$ cat config.mk
export PLATFORM = sky130hd
export DESIGN_NAME = pipe_hazard_ctrl_flat
export DESIGN_NICKNAME = d
export VERILOG_FILES = /design/src/rtl/pipe_hazard_ctrl_if.sv /design/src/rtl/pipe_hazard_ctrl.sv /design/src/flat_wrapper.sv
export SDC_FILE = /design/constraint.sdc
export NUM_CORES = 1
export LEC_CHECK = 0
export CAP_MARGIN = 25
export CORE_UTILIZATION = 50
export DETAILED_ROUTE_END_ITERATION = 10
export GPL_ROUTABILITY_DRIVEN = 0
export PLACE_DENSITY = 0.84
export SYNTH_ARGS = -nofsm -noshare
export SYNTH_HDL_FRONTEND = slang
export SYNTH_SLANG_ARGS = --single-unit
$ cat constraint.sdc
create_clock -name CLK -period 4.59 [get_ports CLK]
set_input_delay 0.918 -clock CLK [delete_from_list [all_inputs] [get_ports CLK]]
set_output_delay 0.918 -clock CLK [all_outputs]
set_load 0.05 [all_outputs]
$ cat src/rtl/pipe_hazard_ctrl_if.sv
// pipe_hazard_ctrl_if
//   Pipeline <-> hazard-controller signal bundle.
//   Hazard inputs (pipeline -> controller):
//     rsD, rtD   Decode source registers
//     rtE        Execute load destination register
//     MtoRFSelE  Execute instruction is a load
//     BranchM    Memory-stage branch
//     ZeroM      Memory-stage zero flag
//     DMReqM     Memory-stage data-memory access active
//     DMRdyM     data memory completes access this cycle
//   Control outputs (controller -> pipeline):
//     StallF/D/E/M, FlushD/E/W, PCSrcM, Halted, StallCnt, FlushCnt
//   Modports: master = pipeline side, slave = controller side.
interface pipe_hazard_ctrl_if #(
    parameter int CW = 16
);
    logic [4:0]    rsD;
    logic [4:0]    rtD;
    logic [4:0]    rtE;
    logic          MtoRFSelE;
    logic          BranchM;
    logic          ZeroM;
    logic          DMReqM;
    logic          DMRdyM;

    logic          StallF;
    logic          StallD;
    logic          StallE;
    logic          StallM;
    logic          FlushD;
    logic          FlushE;
    logic          FlushW;
    logic          PCSrcM;
    logic          Halted;
    logic [CW-1:0] StallCnt;
    logic [CW-1:0] FlushCnt;

    modport master (
        output rsD, rtD, rtE, MtoRFSelE, BranchM, ZeroM, DMReqM, DMRdyM,
        input  StallF, StallD, StallE, StallM, FlushD, FlushE, FlushW,
               PCSrcM, Halted, StallCnt, FlushCnt
    );

    modport slave (
        input  rsD, rtD, rtE, MtoRFSelE, BranchM, ZeroM, DMReqM, DMRdyM,
        output StallF, StallD, StallE, StallM, FlushD, FlushE, FlushW,
               PCSrcM, Halted, StallCnt, FlushCnt
    );
endinterface

$ cat src/rtl/pipe_hazard_ctrl.sv
// pipe_hazard_ctrl
//   Hazard and sequencing controller for the 5-stage pipeline. Resolves
//   load-use hazards, taken branches resolved in Memory, and multi-cycle
//   data-memory waits with a timeout that halts the pipeline until reset.
//   Keeps saturating stall-cycle and branch-flush counters.
//   Ports:
//     CLK  clock, all state updates on rising edge
//     RST  synchronous active-high reset
//     bus  pipe_hazard_ctrl_if.slave (hazard inputs, stall/flush outputs,
//          Halted flag, StallCnt/FlushCnt performance counters)
//   Parameters:
//     TMO  max consecutive data-memory wait cycles before halt (>=2)
//     CW   performance counter width (must match the interface CW)
module pipe_hazard_ctrl #(
    parameter int TMO = 16,
    parameter int CW  = 16
) (
    input  logic              CLK,
    input  logic              RST,
    pipe_hazard_ctrl_if.slave bus
);
    localparam int WW = (TMO > 2) ? $clog2(TMO) : 1;

    typedef enum logic [1:0] {
        RUN   = 2'd0,
        MWAIT = 2'd1,
        HALT  = 2'd2
    } state_t;

    state_t        state, state_n;
    logic [WW-1:0] wcnt, wcnt_n;
    logic [CW-1:0] stall_cnt, flush_cnt;

    logic memwait, lduse, brtaken;
    logic stall_f, stall_d, stall_e, stall_m;
    logic flush_d, flush_e, flush_w, pcsrc;
    logic br_act;

    assign memwait = bus.DMReqM & ~bus.DMRdyM;
    assign lduse   = bus.MtoRFSelE & (bus.rtE != 5'd0) &
                     ((bus.rtE == bus.rsD) | (bus.rtE == bus.rtD));
    assign brtaken = bus.BranchM & bus.ZeroM;

    always_ff @(posedge CLK) begin
        if (RST) begin
            state     <= RUN;
            wcnt      <= '0;
            stall_cnt <= '0;
            flush_cnt <= '0;
        end else begin
            state <= state_n;
            wcnt  <= wcnt_n;
            if (stall_f && (stall_cnt != '1))
                stall_cnt <= stall_cnt + 1'b1;
            if (br_act && (flush_cnt != '1))
                flush_cnt <= flush_cnt + 1'b1;
        end
    end

    always_comb begin
        state_n = state;
        wcnt_n  = wcnt;
        stall_f = 1'b0;
        stall_d = 1'b0;
        stall_e = 1'b0;
        stall_m = 1'b0;
        flush_d = 1'b0;
        flush_e = 1'b0;
        flush_w = 1'b0;
        pcsrc   = 1'b0;
        br_act  = 1'b0;

        if (RST) begin
            // Bubble every stage while in reset; no stalls.
            flush_d = 1'b1;
            flush_e = 1'b1;
            flush_w = 1'b1;
            state_n = RUN;
            wcnt_n  = '0;
        end else begin
            case (state)
                HALT: begin
                    stall_f = 1'b1;
                    stall_d = 1'b1;
                    stall_e = 1'b1;
                    stall_m = 1'b1;
                    flush_w = 1'b1;
                end
                default: begin
                    // RUN and MWAIT share the same hazard resolution; MWAIT
                    // only differs in carrying a non-zero wait count.
                    if (memwait) begin
                        // Any pending branch is held in M until DMRdyM.
                        stall_f = 1'b1;
                        stall_d = 1'b1;
                        stall_e = 1'b1;
                        stall_m = 1'b1;
                        flush_w = 1'b1;
                        if (wcnt == WW'(TMO - 1)) begin
                            state_n = HALT;
                        end else begin
                            state_n = MWAIT;
                            wcnt_n  = wcnt + 1'b1;
                        end
                    end else begin
                        state_n = RUN;
                        wcnt_n  = '0;
                        if (brtaken) begin
                            // Decode instruction is squashed, so lduse is moot.
                            pcsrc   = 1'b1;
                            flush_d = 1'b1;
                            flush_e = 1'b1;
                            br_act  = 1'b1;
                        end else if (lduse) begin
                            stall_f = 1'b1;
                            stall_d = 1'b1;
                            flush_e = 1'b1;
                        end
                    end
                end
            endcase
        end
    end

    assign bus.StallF   = stall_f;
    assign bus.StallD   = stall_d;
    assign bus.StallE   = stall_e;
    assign bus.StallM   = stall_m;
    assign bus.FlushD   = flush_d;
    assign bus.FlushE   = flush_e;
    assign bus.FlushW   = flush_w;
    assign bus.PCSrcM   = pcsrc;
    assign bus.Halted   = (state == HALT);
    assign bus.StallCnt = stall_cnt;
    assign bus.FlushCnt = flush_cnt;

endmodule
$ cat src/flat_wrapper.sv
// flat-port wrapper written by rule: the top's interface ports become plain ports
module pipe_hazard_ctrl_flat 
#(
    parameter int TMO = 16,
    parameter int CW  = 16
)
  (CLK, RST, bus_rsD, bus_rtD, bus_rtE, bus_MtoRFSelE, bus_BranchM, bus_ZeroM, bus_DMReqM, bus_DMRdyM, bus_StallF, bus_StallD, bus_StallE, bus_StallM, bus_FlushD, bus_FlushE, bus_FlushW, bus_PCSrcM, bus_Halted, bus_StallCnt, bus_FlushCnt);
  pipe_hazard_ctrl_if #(.CW(CW)) bus_i ();
  input  logic CLK;
  input  logic RST;
  input wire logic [$bits(bus_i.rsD)-1:0] bus_rsD;
  input wire logic [$bits(bus_i.rtD)-1:0] bus_rtD;
  input wire logic [$bits(bus_i.rtE)-1:0] bus_rtE;
  input wire logic [$bits(bus_i.MtoRFSelE)-1:0] bus_MtoRFSelE;
  input wire logic [$bits(bus_i.BranchM)-1:0] bus_BranchM;
  input wire logic [$bits(bus_i.ZeroM)-1:0] bus_ZeroM;
  input wire logic [$bits(bus_i.DMReqM)-1:0] bus_DMReqM;
  input wire logic [$bits(bus_i.DMRdyM)-1:0] bus_DMRdyM;
  output wire logic [$bits(bus_i.StallF)-1:0] bus_StallF;
  output wire logic [$bits(bus_i.StallD)-1:0] bus_StallD;
  output wire logic [$bits(bus_i.StallE)-1:0] bus_StallE;
  output wire logic [$bits(bus_i.StallM)-1:0] bus_StallM;
  output wire logic [$bits(bus_i.FlushD)-1:0] bus_FlushD;
  output wire logic [$bits(bus_i.FlushE)-1:0] bus_FlushE;
  output wire logic [$bits(bus_i.FlushW)-1:0] bus_FlushW;
  output wire logic [$bits(bus_i.PCSrcM)-1:0] bus_PCSrcM;
  output wire logic [$bits(bus_i.Halted)-1:0] bus_Halted;
  output wire logic [$bits(bus_i.StallCnt)-1:0] bus_StallCnt;
  output wire logic [$bits(bus_i.FlushCnt)-1:0] bus_FlushCnt;
  assign bus_i.rsD = bus_rsD;
  assign bus_i.rtD = bus_rtD;
  assign bus_i.rtE = bus_rtE;
  assign bus_i.MtoRFSelE = bus_MtoRFSelE;
  assign bus_i.BranchM = bus_BranchM;
  assign bus_i.ZeroM = bus_ZeroM;
  assign bus_i.DMReqM = bus_DMReqM;
  assign bus_i.DMRdyM = bus_DMRdyM;
  assign bus_StallF = bus_i.StallF;
  assign bus_StallD = bus_i.StallD;
  assign bus_StallE = bus_i.StallE;
  assign bus_StallM = bus_i.StallM;
  assign bus_FlushD = bus_i.FlushD;
  assign bus_FlushE = bus_i.FlushE;
  assign bus_FlushW = bus_i.FlushW;
  assign bus_PCSrcM = bus_i.PCSrcM;
  assign bus_Halted = bus_i.Halted;
  assign bus_StallCnt = bus_i.StallCnt;
  assign bus_FlushCnt = bus_i.FlushCnt;
  pipe_hazard_ctrl #(.TMO(TMO), .CW(CW)) u_core (.CLK(CLK), .RST(RST), .bus(bus_i));
endmodule
==> results of run 1 <==
## cell usage in the layout (no fill, tap or decap), drive strengths merged
cell type and count:
or3 1, nand2 27, o31ai 5, a22o 1, o21a 2, and4 2
and3 9, nand3b 1, clkbuf 5, buf 7, nor2b 2, nand3 21
nor2 26, mux2i 2, a21oi 8, bufinv 2, nor4 1, xor2 23
xnor2 2, nor3b 1, a22oi 1, or4 10, ha 3, nand2b 1
clkdlybuf4s50 56, dfxtp 38, a211oi 1, nand4 7, o41ai 3, o22a 1
mux2 1, o31a 2, o311ai 6, inv 6, clkinv 1, and2 2
o21ai 6, nor3 4
## where the power goes
part           switching [µW]  internal, µW  total [µW]
clock network             124           218         341
registers                2.12           332         334
logic                    46.3          36.5        82.8
total                     172           586         758
## flip-flops by register name (all words and copies together), names as in the netlist
register and count:
u_core.state 2, u_core.bus.FlushCnt 16, u_core.wcnt 4, u_core.bus.StallCnt 16
## logic make-up (layout without fill, tap and decap cells)
group	Yosys count	count (layout)	synth area share, %
simple gates	115	115	29.6
mux	3	3	1.52
compound gates	36	36	13.1
fa+ha+maj	3	3	1.83
flops	38	38	37.1
buf+inv	21	77	6.22
xor+xnor	25	25	10.7
## through the flow
step | util, % | power [µW] | area [µm²] | setup slack (ns)
finish | 73.3 | 758 | 2780 | 0.867
global route | 73.3 | 785 | 2780 | 0.763
CTS | 73.3 | 764 | 2780 | 0.884
detailed placement | 69.7 | 424 | 2650 | 0.888
global placement | 69.7 | 423 | 2650 | 0.917
floorplan | - | 390 | 2050 | 1.21
## layout make-up
type | count | share of cell area, %
Sequential cell | 38 | 27.3
Clock buffer | 5 | 2.47
Timing Repair Buffer | 63 | 22.9
Tap cell | 48 | 2.16
Clock inverter | 3 | 2.47
Inverter | 6 | 0.809
Multi-Input combinational cell | 182 | 41.8
## routing by layer
layer | up-vias | part of all wire (%)
li1 | 977 | -
met2 | 53 | 50
met4 | 0 | 0.91
met1 | 887 | 44
met5 | - | 0
met3 | 6 | 5.1
## worst max-delay path by stage
| stage | startpoint | to | slack [ns] | cells after the start |
|---|---|---|---|---|
| after global placement | bus_rtE[0] | bus_StallF | 0.92 | 7 |
| after CTS | bus_rtE[0] | bus_StallF | 0.88 | 7 |
| final | bus_rtE[0] | bus_StallF | 0.87 | 7 |
| after floorplan | bus_rtE[3] | bus_FlushE | 1.21 | 4 |
| after detailed placement | bus_rtE[0] | bus_StallF | 0.89 | 7 |
| after global routing | bus_DMReqM | bus_StallE | 0.76 | 5 |
==> impl_metrics.toml, run 1 <==
[run_status]
status = "completed"

[synthesis]
ys_seq_elements = 38
ys_seq_area_share_pct = 37.1
synth_cell_type_count = 41
synth.area.top_cells = "dfxtp_1 (37%), xor2_1 (9.8%), nand3_1 (5.1%)"
async_reset_ff_share_pct = 0
synthTopCellsByCount = "dfxtp_1 (38), nand2_1 (27), nor2_1 (26), xor2_1 (23), nand3_1 (21)"
synthMostInstantiatedCell = "dfxtp_1"
syn_area_um2 = 2050
synth_area_leader_cell = "dfxtp_1"
synth-main-ff-cell = "dfxtp_1"
synth_top_area_share_pct = 37.1
syn_inst = 241
syn_area_per_cell_um2 = 8.52
synth_edf_count = 0
yosys_warnings = 0
syn-num-nets = 266

[clock_tree]
ctsHtreeMaxLevel = 2
cts_setup_buffers = 0
hold_buffers = 0
ctsResizeCount = 0
clock_latency_ns = 0.30
cts_root_buf = "clkbuf_8"
tritoncts = "built"
cts_sinks = 38
cts.clk_slew.worst_paths_ns = 0.07
cts_buffers = 5
clockBufferDepth = 2

[pwr]
vdd_drop_max_mv = 0.210
p_leak_uw = 0.00103
power_density_nw_per_um2 = 272

[layout]
multi_input_area_um2 = 1160
seqCellArea_um2 = 761
drive_gt1_share_pct = 9.09
syn2layout_area_growth_pct = 35.6
finalNetCount = 321
antenna_cells = 0
finalNonFillerCells = 345
final.fill_count = 295

[critical_path]
reg2reg_from = "u_core.bus.FlushCnt[6]"
worstPathArrival_ns = 2.81
startpoint_type = "primary input"
crit_type = "in -> out"
crit_buf_inv = 3
reg2reg_slack_ns = 2.67
critical_path.max_fanout = 27
worstSetupEndpointType = "output pin"
slowest_stage = "or4_1"
reg2regPathDepth = 6
worstReg2RegEnd = "u_core.bus.FlushCnt[5]"
cpLargestDelayFamily = "buffers and inverters"
slowest_delay_ns = 0.54
worstPathCellList = "clkdlybuf4s50_1, or4_1, o21a_1, nand2_1, o22a_4, inv_2, buf_12"
crit_required_ns = 3.67

[grt]
met3_usage_pct = 7.24
grt_usage_pct = 22.1
grt_pass1_vias = 1769
met2_usage_pct = 39.3
grt_max_degree = 29
busiest_layer = "met2"
groute.layer.met1.usage_pct = 25.2
overflow = 0
antenna_found_initial = 0
grt_pass1_wl_mm = 7.37

[timing]
finalClockSkew_ns = 0.00935
slew_headroom_pct = 55.3
finalHoldWorstSlack_ns = 0.479
setup_tns_ns = 0
maxSlewViolCount = 0
setup_viol = 0
period_needed_ns = 3.72
hold_violations = 0
fmax_mhz = 269
worst_pin_slew_ns = 0.666
finalCritPeriodShare_pct = 81.1
rsz0062_at_grt = "no"

[detailed_routing]
wire_per_inst_um = 12.8
ant_nets = 0
drtPass1Iterations = 4
postRouteWirelength_mm = 4.40
drc_errors = 0
initialDrtViolationCount = 181
vias = 1923
viasPerCell = 5.57

[placed_design]
place_hpwl_mm = 3.25
placed_cells = 337
portBuffers = 62

[floorplan]
floorplan.initialDensity_pct = 54.1
die-area_um2 = 4370
core_um2 = 3800
fp-row-count = 22
die_y_um = 66.1
ios = 63
die_w_um = 66.1

[hold_path]
hold_class = "reg -> reg"
min_to = "u_core.wcnt[3]"
hold_depth = 1
worstHoldStart = "u_core.wcnt[3]"

[run]
max_cap_viol_count = 0
No activity file was read; power rests on OpenSTA's default activity.
==> run 2: changes to the inputs <==
Settings changed: CORE_UTILIZATION 50 to 42, PLACE_DENSITY 0.84 to 0.75.
Clock period 4.59 ns to 3.15 ns, I/O delays scaled along.
==> run 2 against run 1 <==
Effect of this change: via count up 2.7%; hold slack better by 0.010 ns; total power is 26% higher; cell count is 6.4% higher; first-iteration DRC count down 45%; cell area up 2.3%; core utilization fell by 13 points; sequential cell count stayed put; critical endpoint unchanged.
==> impl_metrics.toml, run 2 (same netlist as run 1, synthesis figures left out) <==
[layout]
antenna_cells = 0
layout_commonest_cell = "clkdlybuf4s50_1"
syn2layout_area_growth_pct = 38.8
finalNonFillerCells = 367
finalNetCount = 324
final.fill_count = 419
layout_common_cells = "clkdlybuf4s50_1 (54), dfxtp_1 (38), nand2_1 (27), nor2_1 (26), xor2_1 (23)"
drive_gt1_share_pct = 10.3

[timing]
setup_tns_ns = 0
slew_headroom_pct = 53.4
finalClockSkew_ns = 0.00388
fmax_mhz = 340
finalCritPeriodShare_pct = 93.3
hold_violations = 0
worst_pin_slew_ns = 0.694
maxSlewViolCount = 0
rsz0062_at_grt = "no"
setup_viol = 0
period_needed_ns = 2.94
finalHoldWorstSlack_ns = 0.489

[hold_path]
hold_class = "reg -> reg"

[grt]
busiest_layer = "met2"
grt_max_degree = 27
antenna_found_initial = 0
met3_usage_pct = 5.83
grt_pass1_vias = 1659
overflow = 0
groute.layer.met1.usage_pct = 22.3
grt_pass1_wl_mm = 7.34
met2_usage_pct = 29.7
grt_usage_pct = 18.1

[floorplan]
die-area_um2 = 5170
die_y_um = 71.9
fp-row-count = 25
floorplan.initialDensity_pct = 43.5
core_um2 = 4720
ios = 63
die_w_um = 71.9

[clock_tree]
cts_sinks = 38
ctsHtreeMaxLevel = 2
tritoncts = "built"
cts_root_buf = "clkbuf_8"
clock_latency_ns = 0.29
cts_setup_buffers = 0
cts_buffers = 5
ctsResizeCount = 0
clockBufferDepth = 2
cts.clk_slew.worst_paths_ns = 0.07
hold_buffers = 0

[critical_path]
slowest_stage = "or4_1"
cpLargestDelayFamily = "buffers and inverters"
worstSetupEndpointType = "output pin"
worstPathArrival_ns = 2.31
crit_required_ns = 2.52
crit_buf_inv = 3
critical_path.max_fanout = 6
crit_type = "in -> out"
worstPathCellList = "clkdlybuf4s50_1, or4_1, o21a_1, nand2_1, o22a_4, inv_2, buf_12"
slowest_delay_ns = 0.55
startpoint_type = "primary input"

[pwr]
p_leak_uw = 0.00105
power_density_nw_per_um2 = 334
vdd_drop_max_mv = 0.199
power_uw = 951

[detailed_routing]
ant_nets = 0
vias = 1975
initialDrtViolationCount = 99
wire_per_inst_um = 12.5
drtPass1Iterations = 4
viasPerCell = 5.38
postRouteWirelength_mm = 4.57
drc_errors = 0

[run]
max_cap_viol_count = 0

[run_status]
status = "completed"

[placed_design]
placed_cells = 359
portBuffers = 62
place_hpwl_mm = 3.41
-- run 2: cell types whose count changed in the layout (fill, tap and decap cells not counted), sizes merged --
cell	previous run	this run
buf	7	12
clkdlybuf4s50	56	54
clkbuf	5	6
bufinv	2	0
clkinv	1	2
-- run 2: layout make-up --
cell class	count	area, µm²	area share [%]
clock inverter	2	13.8	0.483
clock buffer	6	72.6	2.55
multi-input combinational	182	1160	40.9
sequential	38	761	26.7
timing repair buffer	66	731	25.6
tap	67	83.8	2.94
inverter	6	22.5	0.791
-- run 2: layer usage --
metal  vias up  wire length, µm
met5         -                0
li1        979                -
met3         5              279
met2        58             2260
met1       933             1980
met4         0               58
-- run 2: report_power, final --
group	switching [µW]	internal (µW)
sequential	2.95	483
combinational	71.7	65.5
clock	172	156
-- run 2: path summary, 6_finish.rpt --
kind,startpoint,end,slack [ns],cells past startpoint
worst max-delay path,bus_rtE[0],bus_StallF,0.21,7
worst min-delay path,u_core.wcnt[3],u_core.wcnt[3],0.49,1
worst max register to register,u_core.state[0],u_core.bus.StallCnt[7],1.16,8
worst min register to register,u_core.wcnt[3],u_core.wcnt[3],0.49,1
-- run 2: metrics by stage --
| step | instance area (µm²) | setup slack, ns | util, % |
|---|---|---|---|
| final | 2850 | 0.212 | 60.3 |
| after floorplan | 2050 | 0.347 | - |
| after CTS | 2850 | 0.211 | 60.3 |
| after detailed placement | 2760 | 0.212 | 58.5 |
| after global placement | 2760 | 0.243 | 58.5 |
| after global routing | 2850 | 0.131 | 60.3 |
==> run 3: changes to the inputs <==
Settings changed: CAP_MARGIN 25 to unset.
==> results of run 3 <==
Final layout, timing and power as in run 2 (identical DEF).
